`src/rtl/camera_power_off_seq.sv`:
```
// Camera power-down sequencer: drains capture to a frame boundary, holds RESETB low,
// raises PWDN, removes the supply rail, and re-arms power-up once stop_req is withdrawn.
//
// state | meaning
// IDLE  | camera running; capture_en follows camera_ready
// DRAIN | capture gated; waiting for a clean VSYNC rising edge or the drain timeout
// RST   | RESETB override held low
// PWDN  | PWDN override high, RESETB still low
// OFF   | supply rail removed; waiting for stop_req to drop
module camera_power_off_seq #(
  parameter logic [19:0] T_DRAIN_MAX = 20'hFFFFF,
  parameter logic [15:0] T_RST       = 16'hFFFF,
  parameter logic [17:0] T_PWDN      = 18'h3FFFF
) (
  input  logic clk_50M,
  input  logic reset,
  input  logic stop_req,
  input  logic camera_ready,
  input  logic sccb_busy,
  input  logic cam_vsync,
  output logic capture_en,
  output logic camera_rstn_ovr,
  output logic camera_pwnd_ovr,
  output logic rail_en,
  output logic off_done,
  output logic restart,
  output logic drain_timeout
);

  typedef enum logic [2:0] {
    S_IDLE  = 3'd0,
    S_DRAIN = 3'd1,
    S_RST   = 3'd2,
    S_PWDN  = 3'd3,
    S_OFF   = 3'd4
  } state_t;

  localparam logic [19:0] DRAIN_LAST = T_DRAIN_MAX - 20'd1;
  localparam logic [19:0] RST_LAST   = 20'(T_RST) - 20'd1;
  localparam logic [19:0] PWDN_LAST  = 20'(T_PWDN) - 20'd1;

  state_t      state, state_nxt;
  logic [19:0] cnt, cnt_nxt;
  logic        vs_d1, vs_d2, vs_edge;
  logic        capture_nxt, rstn_nxt, pwnd_nxt, rail_nxt, off_nxt, restart_nxt, timeout_nxt;

  // Edge is seen one cycle after VSYNC is first sampled high.
  assign vs_edge = vs_d1 & ~vs_d2;

  always_comb begin
    state_nxt   = state;
    cnt_nxt     = 20'd0;
    capture_nxt = capture_en;
    rstn_nxt    = camera_rstn_ovr;
    pwnd_nxt    = camera_pwnd_ovr;
    rail_nxt    = rail_en;
    off_nxt     = off_done;
    restart_nxt = 1'b0;
    timeout_nxt = drain_timeout;
    case (state)
      S_IDLE: begin
        capture_nxt = camera_ready;
        if (stop_req && camera_ready) begin
          state_nxt   = S_DRAIN;
          capture_nxt = 1'b0;
          timeout_nxt = 1'b0;
        end
      end
      S_DRAIN: begin
        cnt_nxt = cnt + 20'd1;
        // A clean frame boundary takes priority over the timeout in the same cycle.
        if (vs_edge && !sccb_busy) begin
          state_nxt = S_RST;
          cnt_nxt   = 20'd0;
          rstn_nxt  = 1'b0;
        end else if (cnt == DRAIN_LAST) begin
          state_nxt   = S_RST;
          cnt_nxt     = 20'd0;
          rstn_nxt    = 1'b0;
          timeout_nxt = 1'b1;
        end
      end
      S_RST: begin
        cnt_nxt = cnt + 20'd1;
        if (cnt == RST_LAST) begin
          state_nxt = S_PWDN;
          cnt_nxt   = 20'd0;
          pwnd_nxt  = 1'b1;
        end
      end
      S_PWDN: begin
        cnt_nxt = cnt + 20'd1;
        if (cnt == PWDN_LAST) begin
          state_nxt = S_OFF;
          cnt_nxt   = 20'd0;
          rail_nxt  = 1'b0;
          off_nxt   = 1'b1;
        end
      end
      S_OFF: begin
        if (!stop_req) begin
          state_nxt   = S_IDLE;
          rail_nxt    = 1'b1;
          off_nxt     = 1'b0;
          rstn_nxt    = 1'b1;
          pwnd_nxt    = 1'b0;
          restart_nxt = 1'b1;
        end
      end
      default: state_nxt = S_IDLE;
    endcase
  end

  always_ff @(posedge clk_50M) begin
    if (reset) begin
      state           <= S_IDLE;
      cnt             <= 20'd0;
      vs_d1           <= 1'b0;
      vs_d2           <= 1'b0;
      capture_en      <= 1'b0;
      camera_rstn_ovr <= 1'b1;
      camera_pwnd_ovr <= 1'b0;
      rail_en         <= 1'b1;
      off_done        <= 1'b0;
      restart         <= 1'b0;
      drain_timeout   <= 1'b0;
    end else begin
      state           <= state_nxt;
      cnt             <= cnt_nxt;
      vs_d1           <= cam_vsync;
      vs_d2           <= vs_d1;
      capture_en      <= capture_nxt;
      camera_rstn_ovr <= rstn_nxt;
      camera_pwnd_ovr <= pwnd_nxt;
      rail_en         <= rail_nxt;
      off_done        <= off_nxt;
      restart         <= restart_nxt;
      drain_timeout   <= timeout_nxt;
    end
  end

endmodule

```
`config.mk`:
```
export PLATFORM = sky130hd
export DESIGN_NAME = camera_power_off_seq
export DESIGN_NICKNAME = d
export VERILOG_FILES = /design/src/rtl/camera_power_off_seq.sv
export SDC_FILE = /design/constraint.sdc
export NUM_CORES = 1
export LEC_CHECK = 0
export CORE_ASPECT_RATIO = 0.8
export CORE_MARGIN = 5
export CORE_UTILIZATION = 55
export DETAILED_ROUTE_END_ITERATION = 8
export GPL_ROUTABILITY_DRIVEN = 1
export GPL_TIMING_DRIVEN = 0
export PLACE_DENSITY_LB_ADDON = 0.05
export SYNTH_ARGS = -nofsm -noshare
export SYNTH_HDL_FRONTEND = slang
export SYNTH_SLANG_ARGS = --single-unit
```
`constraint.sdc`:
```
create_clock -name clk_50M -period 2 [get_ports clk_50M]
set_input_delay 0.4 -clock clk_50M [delete_from_list [all_inputs] [get_ports clk_50M]]
set_output_delay 0.4 -clock clk_50M [all_outputs]
set_load 0.05 [all_outputs]
```
# [Yosys cells after proc, flatten, opt, wreduce, memory -nomap -nowiden]
# Index checks and enable logic that the tools add are counted.
[totals] regBits=32 out_inout_bits=7 wordCells=72 inputBits=6
[op_classes] bitwise_logic=3 n_addsub=1 eq_ne=14 n_mux=29 reduce_logical=14
[ops] operator="two-way mux 20 bit" n=4
[ops] operator="case mux 20 bit (3 select lines)" n=1
[ops] operator="adder 20 x 1 -> 20 bit, second input constant" n=1
[ops] operator="== test 20 x 16 -> 1 bit, second input constant" n=1
[ops] operator="== test 20 x 18 -> 1 bit, second input constant" n=1
[ops] operator="== test 20 bit, second input constant" n=1
[ops] operator="two-way mux 3 bit" n=6
[ops] operator="case mux 3 bit (5 select lines)" n=1
[ops] operator="two-way mux 1 bit" n=12
[ops] operator="inequality test 2 bit, second input constant" n=6
[ops] operator="case mux 1 bit (2 select lines)" n=5
[ops] operator="AND reduction 3 bit" n=3
[ops] operator="nonzero test 2 bit" n=4
[ops] operator="== test 3 x 2 -> 1 bit, second input constant" n=2
[ops] operator="AND reduction 5 bit" n=1
[ops] operator="AND reduction 4 bit" n=1
[ops] operator="== test 3 x 1 -> 1 bit, second input constant" n=1
[ops] operator="== test 3 bit, second input constant" n=1
[ops] operator="zero test 3 bit" n=1
[ops] operator="inequality test 3 bit, second input constant" n=1
[ops] operator="logical AND 1 bit" n=2
[ops] operator="NOT 1 bit" n=2
[ops] operator="OR reduction 2 bit" n=1
[ops] operator="AND 1 bit" n=1
[ops] operator="zero test 1 bit" n=1

# [Longest topological paths before layout]
# Gate-level depths: netlist of run 1.
[depth] word_depth=5 mapped_depth=7 mapped_depth_nobuf=6

# [Least setup slack after synthesis of run 1]
# No wires, ideal clock.
[synth_path] path_kind="flip-flop to flip-flop" from="reg cnt[2]" to="reg state[2]" arrival_time_ns=1.644 required_time_ns=1.912 setup_ns=0.088 path_slack_ns=0.268 synth_period_minus_slack_ns=1.732 stages_incl_launch_ff=7 cell_sequence="dfxtp_1 and4_1 buf_4 nand4_2 o311a_1 or2_1 o32ai_2"
[synth_via] elab_chain_len=3
[synth_rtl] element="from (decl)" line_no="43" text="logic [19:0] cnt, cnt_nxt;"
[synth_rtl] element="from (signal assigned)" line_no="129" text="cnt <= cnt_nxt;"
[synth_rtl] element="== test 20 bit, or another cell as far along" line_no="76" text="end else if (cnt == DRAIN_LAST) begin"
[synth_rtl] element="inequality test 3 bit (no line) or inequality test 2 bit (tied branches)"
[synth_rtl] element="AND reduction 5 bit (no line) *"
[synth_rtl] element="to (signal assigned)" line_no="128" text="state <= state_nxt;"
[synth_rtl] element="to (decl)" line_no="42" text="state_t state, state_nxt;"
# Mark *: on every way between the ends. The rest lies on a longest branch, timed or not.
# A chain may end at the register's enable or synchronous reset.

# [Final worst setup path of run 1]
[layout_path] from="reg cnt[14]" to="reg state[2]"
# Same word-level chain as after synthesis.

==> impl_results.html, run 1 <==
<table>
<tr><th>Metric</th><th>Value</th></tr>
<tr><th colspan="2">Synthesis</th></tr>
<tr><td>Simple-gate share of the synthesized area</td><td>0.317</td></tr>
<tr><td>Sequential-to-total area share from yosys stat</td><td>0.443</td></tr>
<tr><td>Post-synthesis async set-or-reset flop share</td><td>0</td></tr>
<tr><td>Post-synth top flop</td><td>dfxtp_1</td></tr>
<tr><td>Largest family of logic cells by synthesized area</td><td>simple AND/OR/NAND/NOR gates</td></tr>
<tr><td>Adder-cell share of the synthesized area</td><td>0.0173</td></tr>
<tr><td>Cell area after synthesis</td><td>0.00145 sq mm</td></tr>
<tr><td>Post-synthesis cell type count</td><td>39</td></tr>
<tr><td>Number of instances in the synthesized netlist</td><td>165</td></tr>
<tr><td>Leading cell type by number of instances after synthesis</td><td>dfxtp_1</td></tr>
<tr><td>Number of enable flip-flop cells after synthesis</td><td>0</td></tr>
<tr><td>Multiplexer area fraction after synthesis</td><td>0.0138</td></tr>
<tr><td>Library cell with the largest summed area after synthesis</td><td>dfxtp_1</td></tr>
<tr><td>Number of flip-flops and latches in the synthesized netlist</td><td>32</td></tr>
<tr><td>Synthesized-area fraction occupied by xor and xnor cells</td><td>0.109</td></tr>
<tr><td>Most area-consuming cells after synthesis</td><td>dfxtp_1 44%, nor2_1 8.0%, xor2_1 7.3%</td></tr>
<tr><td>Area fraction in compound gates after synthesis</td><td>0.0709</td></tr>
<tr><td>Area share of the leading cell type in the synthesized netlist</td><td>0.443</td></tr>
<tr><td>Commonest cells in the netlist</td><td>32 x dfxtp_1, 31 x nor2_1, 12 x xor2_1</td></tr>
<tr><td>Net Count, Synth</td><td>173</td></tr>
<tr><td>Synthesis warning total</td><td>0</td></tr>
<tr><td>Mean cell area of the mapped netlist</td><td>8.77 sq um</td></tr>
<tr><th colspan="2">Setup path</th></tr>
<tr><td>Critical-path maximum fanout</td><td>4</td></tr>
<tr><td>CP Capture Type</td><td>flip-flop</td></tr>
<tr><td>Setup Crit Path Kind</td><td>reg2reg</td></tr>
<tr><td>Delay of the slowest cell on the worst path</td><td>0.42 ns</td></tr>
<tr><td>Launching element type of the critical path</td><td>flip-flop</td></tr>
<tr><td>Slowest-stage cell, CP</td><td>dfxtp_1</td></tr>
<tr><td>Crit path buf inv count</td><td>0</td></tr>
<tr><td>Family with the most delay on the worst path</td><td>simple AND/OR/NAND/NOR gates</td></tr>
<tr><td>Worst-path cell chain</td><td>nand3_1 -&gt; or3_4 -&gt; o31a_1 -&gt; or2_1 -&gt; o32ai_2</td></tr>
<tr><td>CP Data Required Time</td><td>2.26 ns</td></tr>
<tr><td>Arrival time reported for the critical path endpoint</td><td>2.18 ns</td></tr>
<tr><th colspan="2">Timing</th></tr>
<tr><td>Share of the cycle needed by the critical path after routing</td><td>0.957</td></tr>
<tr><td># setup viols final</td><td>0</td></tr>
<tr><td>Maximum operating frequency</td><td>0.522 GHz</td></tr>
<tr><td>Slew at the pin closest to its max-slew limit</td><td>0.580 ns</td></tr>
<tr><td>Worst slew margin</td><td>0.610</td></tr>
<tr><td>Post-Route Setup TNS</td><td>0 ns</td></tr>
<tr><td>Post-route minimum period</td><td>1.91 ns</td></tr>
<tr><td>Final clock skew</td><td>0.0105 ns</td></tr>
<tr><td>Unrepaired setup endpoints after global routing</td><td>false</td></tr>
<tr><td>Number of max-slew violations in the final report</td><td>0</td></tr>
<tr><td>Final hold viol count</td><td>0</td></tr>
<tr><th colspan="2">Floorplanning</th></tr>
<tr><td>Die area</td><td>0.00376 sq mm</td></tr>
<tr><td>Number of placement rows</td><td>16</td></tr>
<tr><td>Width of the die</td><td>67.3 um</td></tr>
<tr><td>Core Area</td><td>0.00248 sq mm</td></tr>
<tr><td>Die Y</td><td>55.9 um</td></tr>
<tr><td>Count of boundary I/O pins</td><td>13</td></tr>
<tr><td>Initial cell density of the core</td><td>0.583</td></tr>
<tr><th colspan="2">Routing</th></tr>
<tr><td>First-pass DRT Iterations</td><td>4</td></tr>
<tr><td>Drt initial violations</td><td>45</td></tr>
<tr><td>Detail Route Antenna Nets</td><td>0</td></tr>
<tr><td>Vias</td><td>1,181</td></tr>
<tr><td>Number of vias per cell</td><td>5.34</td></tr>
<tr><td>Detailed-route wire length per cell</td><td>13.5 um</td></tr>
<tr><td>Post-detailed-route DRC marker count</td><td>0</td></tr>
<tr><td>Post-detailed-routing wire length</td><td>2980 um</td></tr>
<tr><th colspan="2">Cells and area</th></tr>
<tr><td>Count of filler cells inserted in the layout</td><td>236</td></tr>
<tr><td>Diodes inserted</td><td>0</td></tr>
<tr><td>Area occupied by multi-input gates</td><td>777 sq um</td></tr>
<tr><td>Area overhead of the layout relative to synthesis</td><td>17.0%</td></tr>
<tr><td>Fraction of final layout cells sized beyond drive strength 1</td><td>0.119</td></tr>
<tr><td>Final layout net count</td><td>192</td></tr>
<tr><td>Seq. cell area</td><td>644 sq um</td></tr>
<tr><td>Area of all placed cells without fillers</td><td>0.00169 sq mm</td></tr>
<tr><th colspan="2">GRT</th></tr>
<tr><td>Number of antenna violations at the first check in global routing</td><td>0</td></tr>
<tr><td>Maximum number of pins on one net before global-route repair</td><td>11</td></tr>
<tr><td>Remaining global-route overflow</td><td>0</td></tr>
<tr><td>First-pass GRT wire length</td><td>5080 um</td></tr>
<tr><td>Overall Global Routing Usage</td><td>0.176</td></tr>
<tr><td>Vias in the first global route</td><td>1,132</td></tr>
<tr><th colspan="2">Power and ir drop</th></tr>
<tr><td>Switching share of power</td><td>0.249</td></tr>
<tr><td>Cell-internal power</td><td>0.874 mW</td></tr>
<tr><td>Clock Power Share</td><td>0.333</td></tr>
<tr><td>Standby leakage power</td><td>0.560 nW</td></tr>
<tr><td>Seq pwr share</td><td>0.568</td></tr>
<tr><td>Maximum ir drop on the vdd rail</td><td>0.000435 V</td></tr>
<tr><td>Net switching component of the power</td><td>0.290 mW</td></tr>
<tr><td>Total power density per cell area</td><td>688 mW/mm^2</td></tr>
<tr><td>Combinational power share</td><td>0.100</td></tr>
<tr><th colspan="2">CTS</th></tr>
<tr><td>Buffers from clock root to sink, at most</td><td>2</td></tr>
<tr><td>Htree depth</td><td>2</td></tr>
<tr><td>Clock tree from TritonCTS</td><td>done</td></tr>
<tr><td>CTS Buf Count</td><td>5</td></tr>
<tr><td>Number of buffers inserted to repair setup after CTS</td><td>0</td></tr>
<tr><td>Hold-fix buffer count after cts</td><td>0</td></tr>
<tr><td>Clock-pin transition on the worst setup and hold timing paths</td><td>0.10 ns</td></tr>
<tr><td>Clock Sinks</td><td>32</td></tr>
<tr><td>Clock tree root buffer cell</td><td>clkbuf_4</td></tr>
<tr><td>Clock insertion delay at the later pin of the skew report</td><td>0.34 ns</td></tr>
<tr><th colspan="2">Placement</th></tr>
<tr><td>DP Wirelength</td><td>2140 um</td></tr>
<tr><td>Gpl congestion</td><td>0.809</td></tr>
<tr><td>PortBufs</td><td>12</td></tr>
<tr><td>Area post-placement</td><td>0.00161 sq mm</td></tr>
<tr><th colspan="2">Flow run</th></tr>
<tr><td>Max_cap viols</td><td>0</td></tr>
<tr><th colspan="2">Hold path</th></tr>
<tr><td>Min-delay worst type</td><td>reg2reg</td></tr>
<tr><th colspan="2">Run status</th></tr>
<tr><td>Status</td><td>finished clean</td></tr>
</table>
[metrics by stage]
stage | util | std cells | power [mW] | setup WS (ns) | hold WS [ns]
final | 0.682 | 221 | 1.16 | 0.0859 | 0.459
after global routing | 0.682 | 221 | 1.22 | 0.0118 | 0.491
after CTS | 0.673 | 221 | 1.17 | 0.0313 | 0.462
after detailed placement | 0.649 | 213 | 0.786 | 0.0389 | 0.445
after global placement | 0.649 | 213 | 0.785 | 0.0759 | 0.437
after floorplan | - | 165 | 0.753 | 0.268 | 0.429
[layer usage]
layer	track usage	up-vias	share of wire
li1	-	609	-
met1	0.232	556	0.51
met2	0.265	12	0.45
met3	0.0525	4	0.032
met4	0.0694	0	0.013
met5	0	-	0
[sequential cells by signal, summed over array words and instances, names as in the netlist]
name	cells
off_done	1
vs_d2	1
rail_en	1
state	3
camera_pwnd_ovr	1
vs_d1	1
camera_rstn_ovr	1
capture_en	1
cnt	20
restart	1
drain_timeout	1
[cell type report]
| class | instances | share of cell area |
|---|---|---|
| Timing Repair Buffer | 13 | 0.0739 |
| Clock buffer | 8 | 0.0347 |
| Multi-Input combinational cell | 124 | 0.459 |
| Tap cell | 36 | 0.0266 |
| Sequential cell | 32 | 0.381 |
| Buffer | 5 | 0.0185 |
| Inverter | 3 | 0.00665 |
[path summary, 6_finish.rpt]
check	cells past startpoint	start	slack (ns)	endpoint
hold / removal	1	off_done	0.46	off_done
hold reg to reg	1	off_done	0.46	off_done
setup / recovery	5	cnt[14]	0.09	state[2]
setup reg to reg	5	cnt[14]	0.09	state[2]
[layout by cell type, fill, tap and decap left out, types with 2 or more instances in the layout]
cell	count
and3_1	4
dfxtp_1	29
xnor2_1	6
nand2b_1	3
clkdlybuf4s50_1	12
nor3_1	10
nand2_1	9
nand3_1	9
dfxtp_2	3
inv_1	3
xor2_1	12
a21oi_1	2
and4_1	2
nor3b_1	2
buf_4	3
ha_1	2
clkbuf_4	5
nor2b_1	4
buf_2	2
nor2_1	31
clkbuf_1	3
o21ai_0	2
mux2i_1	2
nand4_1	6
[logic make-up (layout without fill, tap and decap cells)]
family	after synthesis	after routing
AO/OA/AOI/OAI	13	13
multiplexers	2	2
adder cells (fa/ha/maj)	2	2
XOR/XNOR	18	18
AND/OR/NAND/NOR	89	89
buffers and inverters	9	29
flip-flops	32	32
[power groups by stage]
stage	combinational [mW]	sequential, mW	clock (mW)
2_1_floorplan	0.0772	0.675	0
4_1_cts	0.118	0.654	0.397
5_1_grt	0.127	0.664	0.428
6_report	0.116	0.661	0.387
3_5_place_dp	0.118	0.669	0
3_3_place_gp	0.116	0.668	0
[repair_timing]
item / CTS / global route
setup endpoints to repair: 0 / 22
gates resized for setup: 0 / 10
hold endpoints to repair: 0 / 0
(Power assumes the default switching activity.)
==> run 2: changes to the inputs <==
CORE_ASPECT_RATIO = 1.2   (was 0.8)
==> run 2 against run 1 <==
Cell area rose by 0.89%. Critical path type is now reg2out. Worst setup slack better by 0.025 ns. Via count grew 2.0%. Sequential share of layout area is 0.33 points lower. Total power rose by 8.0%. Critical path depth is 4 lower. Routed wire length fell by 5.4%. Combinational power about the same.
==> impl_results.html, run 2 (synthesis gave the netlist of run 1 again) <==
<table>
<tr><th>Metric</th><th>Value</th></tr>
<tr><th colspan="2">Timing</th></tr>
<tr><td># setup viols final</td><td>0 (unchanged)</td></tr>
<tr><td>Final clock skew</td><td>0.00809 ns (-0.00240 ns)</td></tr>
<tr><td>Final hold viol count</td><td>0 (unchanged)</td></tr>
<tr><td>Share of the cycle needed by the critical path after routing</td><td>0.945 (-0.0123)</td></tr>
<tr><td>Worst slew margin</td><td>0.636 (+0.0259)</td></tr>
<tr><td>Post-Route Setup TNS</td><td>0 ns (unchanged)</td></tr>
<tr><td>Slew at the pin closest to its max-slew limit</td><td>0.542 ns (-0.0385 ns)</td></tr>
<tr><td>Unrepaired setup endpoints after global routing</td><td>false</td></tr>
<tr><td>Post-route minimum period</td><td>1.89 ns (-0.0247 ns)</td></tr>
<tr><td>Number of max-slew violations in the final report</td><td>0 (unchanged)</td></tr>
<tr><td>Worst Hold Slack</td><td>0.463 ns (+0.00432 ns)</td></tr>
<tr><td>Maximum operating frequency</td><td>0.529 GHz (+1.3%)</td></tr>
<tr><td>Final worst setup slack</td><td>0.111 ns (+0.0247 ns)</td></tr>
<tr><th colspan="2">GRT</th></tr>
<tr><td>Number of antenna violations at the first check in global routing</td><td>0 (unchanged)</td></tr>
<tr><td>Vias in the first global route</td><td>1,134 (+0.18%)</td></tr>
<tr><td>Remaining global-route overflow</td><td>0 (unchanged)</td></tr>
<tr><td>Overall Global Routing Usage</td><td>0.170 (-0.00618)</td></tr>
<tr><td>Maximum number of pins on one net before global-route repair</td><td>11 (unchanged)</td></tr>
<tr><td>First-pass GRT wire length</td><td>4830 um (-4.9%)</td></tr>
<tr><th colspan="2">CTS</th></tr>
<tr><td>Buffers from clock root to sink, at most</td><td>2 (unchanged)</td></tr>
<tr><td>Clock tree root buffer cell</td><td>clkbuf_4</td></tr>
<tr><td>Clock insertion delay at the later pin of the skew report</td><td>0.34 ns (about the same)</td></tr>
<tr><td>CTS Buf Count</td><td>5 (unchanged)</td></tr>
<tr><td>Htree depth</td><td>2 (unchanged)</td></tr>
<tr><td>Clock-pin transition on the worst setup and hold timing paths</td><td>0.10 ns (about the same)</td></tr>
<tr><td>Number of buffers inserted to repair setup after CTS</td><td>0 (unchanged)</td></tr>
<tr><td>Clock tree from TritonCTS</td><td>done</td></tr>
<tr><td>Clock Sinks</td><td>32 (unchanged)</td></tr>
<tr><th colspan="2">Routing</th></tr>
<tr><td>Post-detailed-routing wire length</td><td>2820 um (-5.4%)</td></tr>
<tr><td>Detailed-route wire length per cell</td><td>12.9 um (-4.1%)</td></tr>
<tr><td>Detail Route Antenna Nets</td><td>0 (unchanged)</td></tr>
<tr><td>Post-detailed-route DRC marker count</td><td>0 (unchanged)</td></tr>
<tr><td>Vias</td><td>1,205 (+2.0%)</td></tr>
<tr><td>First-pass DRT Iterations</td><td>4 (unchanged)</td></tr>
<tr><td>Number of vias per cell</td><td>5.53 (+3.4%)</td></tr>
<tr><td>Drt initial violations</td><td>16 (-64%)</td></tr>
<tr><th colspan="2">Cells and area</th></tr>
<tr><td>Max reg flops</td><td>20 (unchanged)</td></tr>
<tr><td>Most frequent cells in the layout</td><td>31 x nor2_1, 29 x dfxtp_1, 12 x xor2_1, 12 x clkdlybuf4s50_1, 10 x nor3_1</td></tr>
<tr><td>Final std cells w/o fill</td><td>218 (-1.4%)</td></tr>
<tr><td>Final layout net count</td><td>192 (unchanged)</td></tr>
<tr><td>Fraction of final layout cells sized beyond drive strength 1</td><td>0.130 (+0.0108)</td></tr>
<tr><td>Final cell utilization of the core</td><td>0.676 (-0.00621)</td></tr>
<tr><td>Diodes inserted</td><td>0 (unchanged)</td></tr>
<tr><td>Area overhead of the layout relative to synthesis</td><td>18.1%</td></tr>
<tr><td>Registers with the most flip-flops</td><td>cnt: 20 flops, state: 3 flops</td></tr>
<tr><td>Most frequent standard cell in the layout excluding fill and tap cells</td><td>nor2_1</td></tr>
<tr><td>Count of filler cells inserted in the layout</td><td>232 (-1.7%)</td></tr>
<tr><td>Register with the most flip-flops</td><td>cnt</td></tr>
<tr><th colspan="2">Placement</th></tr>
<tr><td>Gpl congestion</td><td>0.790 (-2.3%)</td></tr>
<tr><td>Number of placed instances with taps included</td><td>210 (-1.4%)</td></tr>
<tr><td>Pre-CTS setup slack</td><td>-0.0177 ns (-0.0567 ns)</td></tr>
<tr><td>PortBufs</td><td>12 (unchanged)</td></tr>
<tr><td>DP Wirelength</td><td>2020 um (-5.8%)</td></tr>
<tr><th colspan="2">Floorplanning</th></tr>
<tr><td>Die area</td><td>0.00376 sq mm (about the same)</td></tr>
<tr><td>Width of the die</td><td>56.8 um (-16%)</td></tr>
<tr><td>Die Y</td><td>66.2 um (+18%)</td></tr>
<tr><td>Core Area</td><td>0.00253 sq mm (+1.8%)</td></tr>
<tr><td>Initial cell density of the core</td><td>0.572 (-0.0104)</td></tr>
<tr><td>Count of boundary I/O pins</td><td>13 (unchanged)</td></tr>
<tr><td>Number of placement rows</td><td>20 (+4)</td></tr>
<tr><th colspan="2">Setup path</th></tr>
<tr><td>Worst setup path startpoint</td><td>drain_timeout</td></tr>
<tr><td>Arrival time reported for the critical path endpoint</td><td>1.49 ns (-0.69 ns)</td></tr>
<tr><td>FF-to-FF End</td><td>state[2]</td></tr>
<tr><td>Critical path depth in cells</td><td>1 (-4)</td></tr>
<tr><td>Launching element type of the critical path</td><td>flip-flop</td></tr>
<tr><td>Slowest-stage cell, CP</td><td>clkdlybuf4s50_1</td></tr>
<tr><td>Critical-path maximum fanout</td><td>2 (-2)</td></tr>
<tr><td>Setup Crit Path Kind</td><td>reg2out</td></tr>
<tr><td>Worst Reg2Reg Path Length in Cells</td><td>5 (unchanged)</td></tr>
<tr><td>Worst-path cell chain</td><td>clkdlybuf4s50_1</td></tr>
<tr><td>End point of the critical path</td><td>drain_timeout</td></tr>
<tr><td>CP Capture Type</td><td>primary output</td></tr>
<tr><td>R2r startpoint</td><td>cnt[11]</td></tr>
<tr><td>Delay of the slowest cell on the worst path</td><td>0.81 ns (+0.39 ns)</td></tr>
<tr><td>Setup slack on the worst flop-to-flop path</td><td>0.12 ns (+0.03 ns)</td></tr>
<tr><td>CP Data Required Time</td><td>1.60 ns (-0.66 ns)</td></tr>
<tr><td>Crit path buf inv count</td><td>1 (+1)</td></tr>
<tr><td>Family with the most delay on the worst path</td><td>buffers and inverters</td></tr>
<tr><th colspan="2">Power and ir drop</th></tr>
<tr><td>Total power density per cell area</td><td>736 mW/mm^2 (+7.0%)</td></tr>
<tr><td>Maximum ir drop on the vdd rail</td><td>0.000616 V (+42%)</td></tr>
<tr><td>Standby leakage power</td><td>0.569 nW (+1.6%)</td></tr>
<tr><th colspan="2">Flow run</th></tr>
<tr><td>Max_cap viols</td><td>0 (unchanged)</td></tr>
<tr><th colspan="2">Run status</th></tr>
<tr><td>Status</td><td>finished clean</td></tr>
<tr><th colspan="2">Hold path</th></tr>
<tr><td>Min-delay worst type</td><td>reg2reg</td></tr>
</table>
-- run 2: changes by cell type in the layout (fill, tap and decap cells not counted) --
cell / change
bufinv_16: +1
and3_2: +1
clkbuf_8: -1
clkbuf_1: -1
and3_1: -1
clkinv_2: +1
-- run 2: report_power, final --
| group | internal [mW] | switching [mW] | leakage, nW |
|---|---|---|---|
| combinational | 0.0524 | 0.0636 | 0.267 |
| sequential | 0.648 | 0.0124 | 0.260 |
| clock | 0.262 | 0.219 | 0.0422 |
-- run 2: worst min path at each step --
stage / start / end / slack, ns / cells past startpoint
CTS: off_done / off_done / 0.47 / 1
finish: off_done / off_done / 0.46 / 1
detailed placement: off_done / off_done / 0.45 / 1
global placement: off_done / off_done / 0.44 / 1
global route: vs_d1 / vs_d2 / 0.50 / 1
floorplan: vs_d1 / vs_d2 / 0.43 / 1
-- run 2: final cells by class --
cell class | instances | area, sq um | share of cell area
Buffer | 5 | 31.3 | 0.0183
Clock buffer | 6 | 41.3 | 0.0242
Clock inverter | 2 | 35.0 | 0.0205
Inverter | 3 | 11.3 | 0.00659
Multi-Input combinational cell | 124 | 778 | 0.456
Sequential cell | 32 | 644 | 0.377
Tap cell | 33 | 41.3 | 0.0242
Timing Repair Buffer | 13 | 125 | 0.0733
-- run 2: repair_timing --
item / 4_1_cts / 5_1_grt
setup endpoints to repair: 0 / 21
hold buffers: 0 / 0
hold endpoints to repair: 0 / 0
resized for setup: 0 / 11
-- run 2: metal layers --
layer	vias up	GRT usage	routed length, um
li1	612	-	-
met1	562	0.178	1200
met2	24	0.293	1400
met3	7	0.0742	160
met4	0	0.0754	67
met5	-	0	0
-- run 2: metrics by stage --
step                      area (sq um)  power, mW
after floorplan                   1450      0.753
after global placement            1610      0.785
after detailed placement          1610      0.788
after CTS                         1680       1.27
after global routing              1710       1.32
final                             1710       1.26
==> run 3: changes to the inputs <==
ABC_AREA = 1   (was not set)
CORE_UTILIZATION = 57   (was 55)
==> run 3 against run 2 <==
Cell count increased by 24%. Critical path type unchanged. First-iteration DRC count rose to 4.1 times the previous value. Clock power grew 3%. Synthesized cell count increased by 32%.
==> impl_results.html, run 3 <==
<table>
<tr><th>Metric</th><th>Value</th></tr>
<tr><th colspan="2">CTS</th></tr>
<tr><td>Clock Sinks</td><td>32 (unchanged)</td></tr>
<tr><td>Buffers from clock root to sink, at most</td><td>2 (unchanged)</td></tr>
<tr><td>Cells resized by post-CTS repair</td><td>0 (unchanged)</td></tr>
<tr><td>Clock tree from TritonCTS</td><td>done</td></tr>
<tr><td>Clock tree root buffer cell</td><td>clkbuf_4</td></tr>
<tr><td>Clock-pin transition on the worst setup and hold timing paths</td><td>0.11 ns (about the same)</td></tr>
<tr><td>Clock insertion delay at the later pin of the skew report</td><td>0.34 ns (about the same)</td></tr>
<tr><td>Hold-fix buffer count after cts</td><td>0 (unchanged)</td></tr>
<tr><td>Htree depth</td><td>2 (unchanged)</td></tr>
<tr><td>CTS Buf Count</td><td>5 (unchanged)</td></tr>
<tr><td>Number of buffers inserted to repair setup after CTS</td><td>0 (unchanged)</td></tr>
<tr><th colspan="2">Floorplanning</th></tr>
<tr><td>Die area</td><td>0.00422 sq mm (+12%)</td></tr>
<tr><td>Width of the die</td><td>60.2 um (+5.9%)</td></tr>
<tr><td>Initial cell density of the core</td><td>0.607 (+0.0344)</td></tr>
<tr><td>Die Y</td><td>70.2 um (+6.1%)</td></tr>
<tr><td>Core Area</td><td>0.00284 sq mm (+12%)</td></tr>
<tr><td>Number of placement rows</td><td>21 (+5.0%)</td></tr>
<tr><td>Count of boundary I/O pins</td><td>13 (unchanged)</td></tr>
<tr><th colspan="2">Timing</th></tr>
<tr><td>Unrepaired setup endpoints after global routing</td><td>false</td></tr>
<tr><td>Post-Route Setup TNS</td><td>0 ns (unchanged)</td></tr>
<tr><td>Final clock skew</td><td>0.00815 ns (+0.0000575 ns)</td></tr>
<tr><td>Post-route minimum period</td><td>1.92 ns (+0.0257 ns)</td></tr>
<tr><td>Number of max-slew violations in the final report</td><td>0 (unchanged)</td></tr>
<tr><td>Worst slew margin</td><td>0.661 (+0.0248)</td></tr>
<tr><td># setup viols final</td><td>0 (unchanged)</td></tr>
<tr><td>Share of the cycle needed by the critical path after routing</td><td>0.958 (+0.0129)</td></tr>
<tr><td>Final hold viol count</td><td>0 (unchanged)</td></tr>
<tr><td>Slew at the pin closest to its max-slew limit</td><td>0.507 ns (-0.0344 ns)</td></tr>
<tr><td>Maximum operating frequency</td><td>0.522 GHz (-1.3%)</td></tr>
<tr><th colspan="2">Placement</th></tr>
<tr><td>DP Wirelength</td><td>2400 um (+19%)</td></tr>
<tr><td>PortBufs</td><td>11 (-1)</td></tr>
<tr><td>Gpl congestion</td><td>0.764 (-3.3%)</td></tr>
<tr><td>Area post-placement</td><td>0.00187 sq mm (+17%)</td></tr>
<tr><th colspan="2">Synthesis</th></tr>
<tr><td>Sequential-to-total area share from yosys stat</td><td>0.372 (-0.0708)</td></tr>
<tr><td>Post-synthesis cell type count</td><td>31 (-21%)</td></tr>
<tr><td>Library cell with the largest summed area after synthesis</td><td>dfxtp_1</td></tr>
<tr><td>Synthesis warning total</td><td>0 (unchanged)</td></tr>
<tr><td>Number of flip-flops and latches in the synthesized netlist</td><td>32 (unchanged)</td></tr>
<tr><td>Number of instances in the synthesized netlist</td><td>218 (+32%)</td></tr>
<tr><td>Cell area after synthesis</td><td>0.00172 sq mm (+19%)</td></tr>
<tr><td>Leading cell type by number of instances after synthesis</td><td>nand2_1</td></tr>
<tr><td>Area share of the leading cell type in the synthesized netlist</td><td>0.372 (-0.0708)</td></tr>
<tr><td>Post-synth top flop</td><td>dfxtp_1</td></tr>
<tr><td>Post-synthesis async set-or-reset flop share</td><td>0 (unchanged)</td></tr>
<tr><td>Number of enable flip-flop cells after synthesis</td><td>0 (unchanged)</td></tr>
<tr><td>Most area-consuming cells after synthesis</td><td>dfxtp_1 37%, nor2_4 9.8%, nand2_1 9.4%</td></tr>
<tr><td>Net Count, Synth</td><td>226 (+31%)</td></tr>
<tr><td>Mean cell area of the mapped netlist</td><td>7.90 sq um (-9.9%)</td></tr>
<tr><td>Commonest cells in the netlist</td><td>43 x nand2_1, 32 x dfxtp_1, 27 x nor2_1</td></tr>
<tr><th colspan="2">Routing</th></tr>
<tr><td>Post-detailed-route DRC marker count</td><td>0 (unchanged)</td></tr>
<tr><td>Number of vias per cell</td><td>5.12 (-7.4%)</td></tr>
<tr><td>Detail Route Antenna Nets</td><td>0 (unchanged)</td></tr>
<tr><td>Detailed-route wire length per cell</td><td>11.5 um (-11%)</td></tr>
<tr><td>Drt initial violations</td><td>65 (+49)</td></tr>
<tr><td>Post-detailed-routing wire length</td><td>3130 um (+11%)</td></tr>
<tr><td>Vias</td><td>1,387 (+15%)</td></tr>
<tr><td>First-pass DRT Iterations</td><td>4 (unchanged)</td></tr>
<tr><th colspan="2">Cells and area</th></tr>
<tr><td>Area of all placed cells without fillers</td><td>0.00195 sq mm (+14%)</td></tr>
<tr><td>Count of filler cells inserted in the layout</td><td>217 (-6.5%)</td></tr>
<tr><td>Most frequent standard cell in the layout excluding fill and tap cells</td><td>nand2_1</td></tr>
<tr><td>Most frequent cells in the layout</td><td>43 x nand2_1, 32 x dfxtp_1, 27 x nor2_1</td></tr>
<tr><td>Diodes inserted</td><td>0 (unchanged)</td></tr>
<tr><td>Area occupied by multi-input gates</td><td>937 sq um (+20%)</td></tr>
<tr><td>Max reg flops</td><td>20 (unchanged)</td></tr>
<tr><td>Area overhead of the layout relative to synthesis</td><td>13.5%</td></tr>
<tr><td>Final layout net count</td><td>244 (+27%)</td></tr>
<tr><td>Register with the most flip-flops</td><td>cnt</td></tr>
<tr><td>Seq. cell area</td><td>641 sq um (-0.58%)</td></tr>
<tr><td>Registers with the most flip-flops</td><td>cnt: 20 flops, state: 3 flops</td></tr>
<tr><td>Fraction of final layout cells sized beyond drive strength 1</td><td>0.198 (+0.0686)</td></tr>
<tr><th colspan="2">GRT</th></tr>
<tr><td>First-pass GRT wire length</td><td>5550 um (+15%)</td></tr>
<tr><td>Vias in the first global route</td><td>1,367 (+21%)</td></tr>
<tr><td>Overall Global Routing Usage</td><td>0.171 (+0.000946)</td></tr>
<tr><td>Number of antenna violations at the first check in global routing</td><td>0 (unchanged)</td></tr>
<tr><td>Remaining global-route overflow</td><td>0 (unchanged)</td></tr>
<tr><td>Maximum number of pins on one net before global-route repair</td><td>12 (+1)</td></tr>
<tr><th colspan="2">Setup path</th></tr>
<tr><td>Launching element type of the critical path</td><td>flip-flop</td></tr>
<tr><td>CP Capture Type</td><td>primary output</td></tr>
<tr><td>Delay of the slowest cell on the worst path</td><td>0.82 ns (about the same)</td></tr>
<tr><td>Crit path buf inv count</td><td>1 (unchanged)</td></tr>
<tr><td>Critical-path maximum fanout</td><td>2 (unchanged)</td></tr>
<tr><td>CP Data Required Time</td><td>1.60 ns (about the same)</td></tr>
<tr><td>Setup Crit Path Kind</td><td>reg2out</td></tr>
<tr><td>Worst-path cell chain</td><td>clkdlybuf4s50_1</td></tr>
<tr><td>Slowest-stage cell, CP</td><td>clkdlybuf4s50_1</td></tr>
<tr><td>Arrival time reported for the critical path endpoint</td><td>1.52 ns (+0.03 ns)</td></tr>
<tr><td>Family with the most delay on the worst path</td><td>buffers and inverters</td></tr>
<tr><th colspan="2">Power and ir drop</th></tr>
<tr><td>Maximum ir drop on the vdd rail</td><td>0.000740 V (+20%)</td></tr>
<tr><td>Standby leakage power</td><td>0.744 nW (+31%)</td></tr>
<tr><td>Total power density per cell area</td><td>898 mW/mm^2 (+22%)</td></tr>
<tr><th colspan="2">Run status</th></tr>
<tr><td>Status</td><td>finished clean</td></tr>
<tr><th colspan="2">Hold path</th></tr>
<tr><td>Min-delay worst type</td><td>in2reg</td></tr>
<tr><th colspan="2">Flow run</th></tr>
<tr><td>Max_cap viols</td><td>0 (unchanged)</td></tr>
</table>
==> run 3: cell count changes in the layout (fill, tap and decap cells not counted), moves of 4 or more <==
cell,previous run,this run
nand2_2,0,8
nor2b_1,4,0
nor2_1,31,27
inv_1,3,26
xor2_1,12,8
nor2_4,0,15
inv_2,0,4
nand2_1,9,43
==> run 3: final timing paths <==
check	start	endpoint	slack (ns)	depth (start not counted)
max	camera_pwnd_ovr	camera_pwnd_ovr	0.08	1
min	reset	vs_d1	0.25	2
max reg2reg	cnt[0]	cnt[12]	0.28	10
min reg2reg	capture_en	capture_en	0.48	2
==> run 3: area by class of cell <==
cell class / count / area share
flip-flops and latches: 32 / 0.328
clock inverters: 3 / 0.0218
multi-input cells: 154 / 0.480
inverters: 30 / 0.0576
plain buffers: 2 / 0.0160
clock buffers: 5 / 0.0192
well taps: 34 / 0.0218
repair buffers: 11 / 0.0563
==> run 3: per-layer routing <==
metal,GRT usage,up-vias,share of wire
met5,0,-,0
met4,0.0739,0,0.023
met3,0.0571,9,0.037
met2,0.281,24,0.50
met1,0.195,632,0.44
li1,-,722,-
==> run 3: report_power, final <==
group | internal (mW) | total (mW) | leakage [nW] | switching, mW
combinational | 0.183 | 0.555 | 0.444 | 0.373
clock | 0.261 | 0.494 | 0.0412 | 0.233
sequential | 0.680 | 0.705 | 0.259 | 0.0250
total | 1.12 | 1.75 | 0.744 | 0.631
==> run 3: kinds of logic (layout without fill, tap and decap cells) <==
group                    count (synthesis)  count (layout)  synth area share
AO/OA/AOI/OAI                           12              12            0.0407
XOR/XNOR                                12              12            0.0610
adder cells (fa/ha/maj)                  2               2            0.0145
buffers and inverters                   32              51            0.0836
flip-flops                              32              32             0.372
AND/OR/NAND/NOR                        128             128             0.428
==> run 3: per-stage QoR <==
step	hold slack, ns	cells	worst slack [ns]	util	power, mW
2_1_floorplan	0.430	218	0.446	-	1.16
3_3_place_gp	0.447	263	0.239	0.660	1.25
3_5_place_dp	0.453	263	0.237	0.660	1.26
4_1_cts	0.237	271	0.0600	0.689	1.76
5_1_grt	0.227	271	0.0195	0.689	1.88
6_report	0.250	271	0.0848	0.689	1.75
==> run 3: worst register-to-register path, stage by stage, from the launching register on <==
cell,delay [ns]
dfxtp_1,0.37
inv_2,0.09
ha_1,0.19
nand3_4,0.10
nor2_4,0.16
nand3_2,0.12
nand2_2,0.12
nand3_4,0.09
nand2_4,0.14
buf_12,0.19
nor2_2,0.04
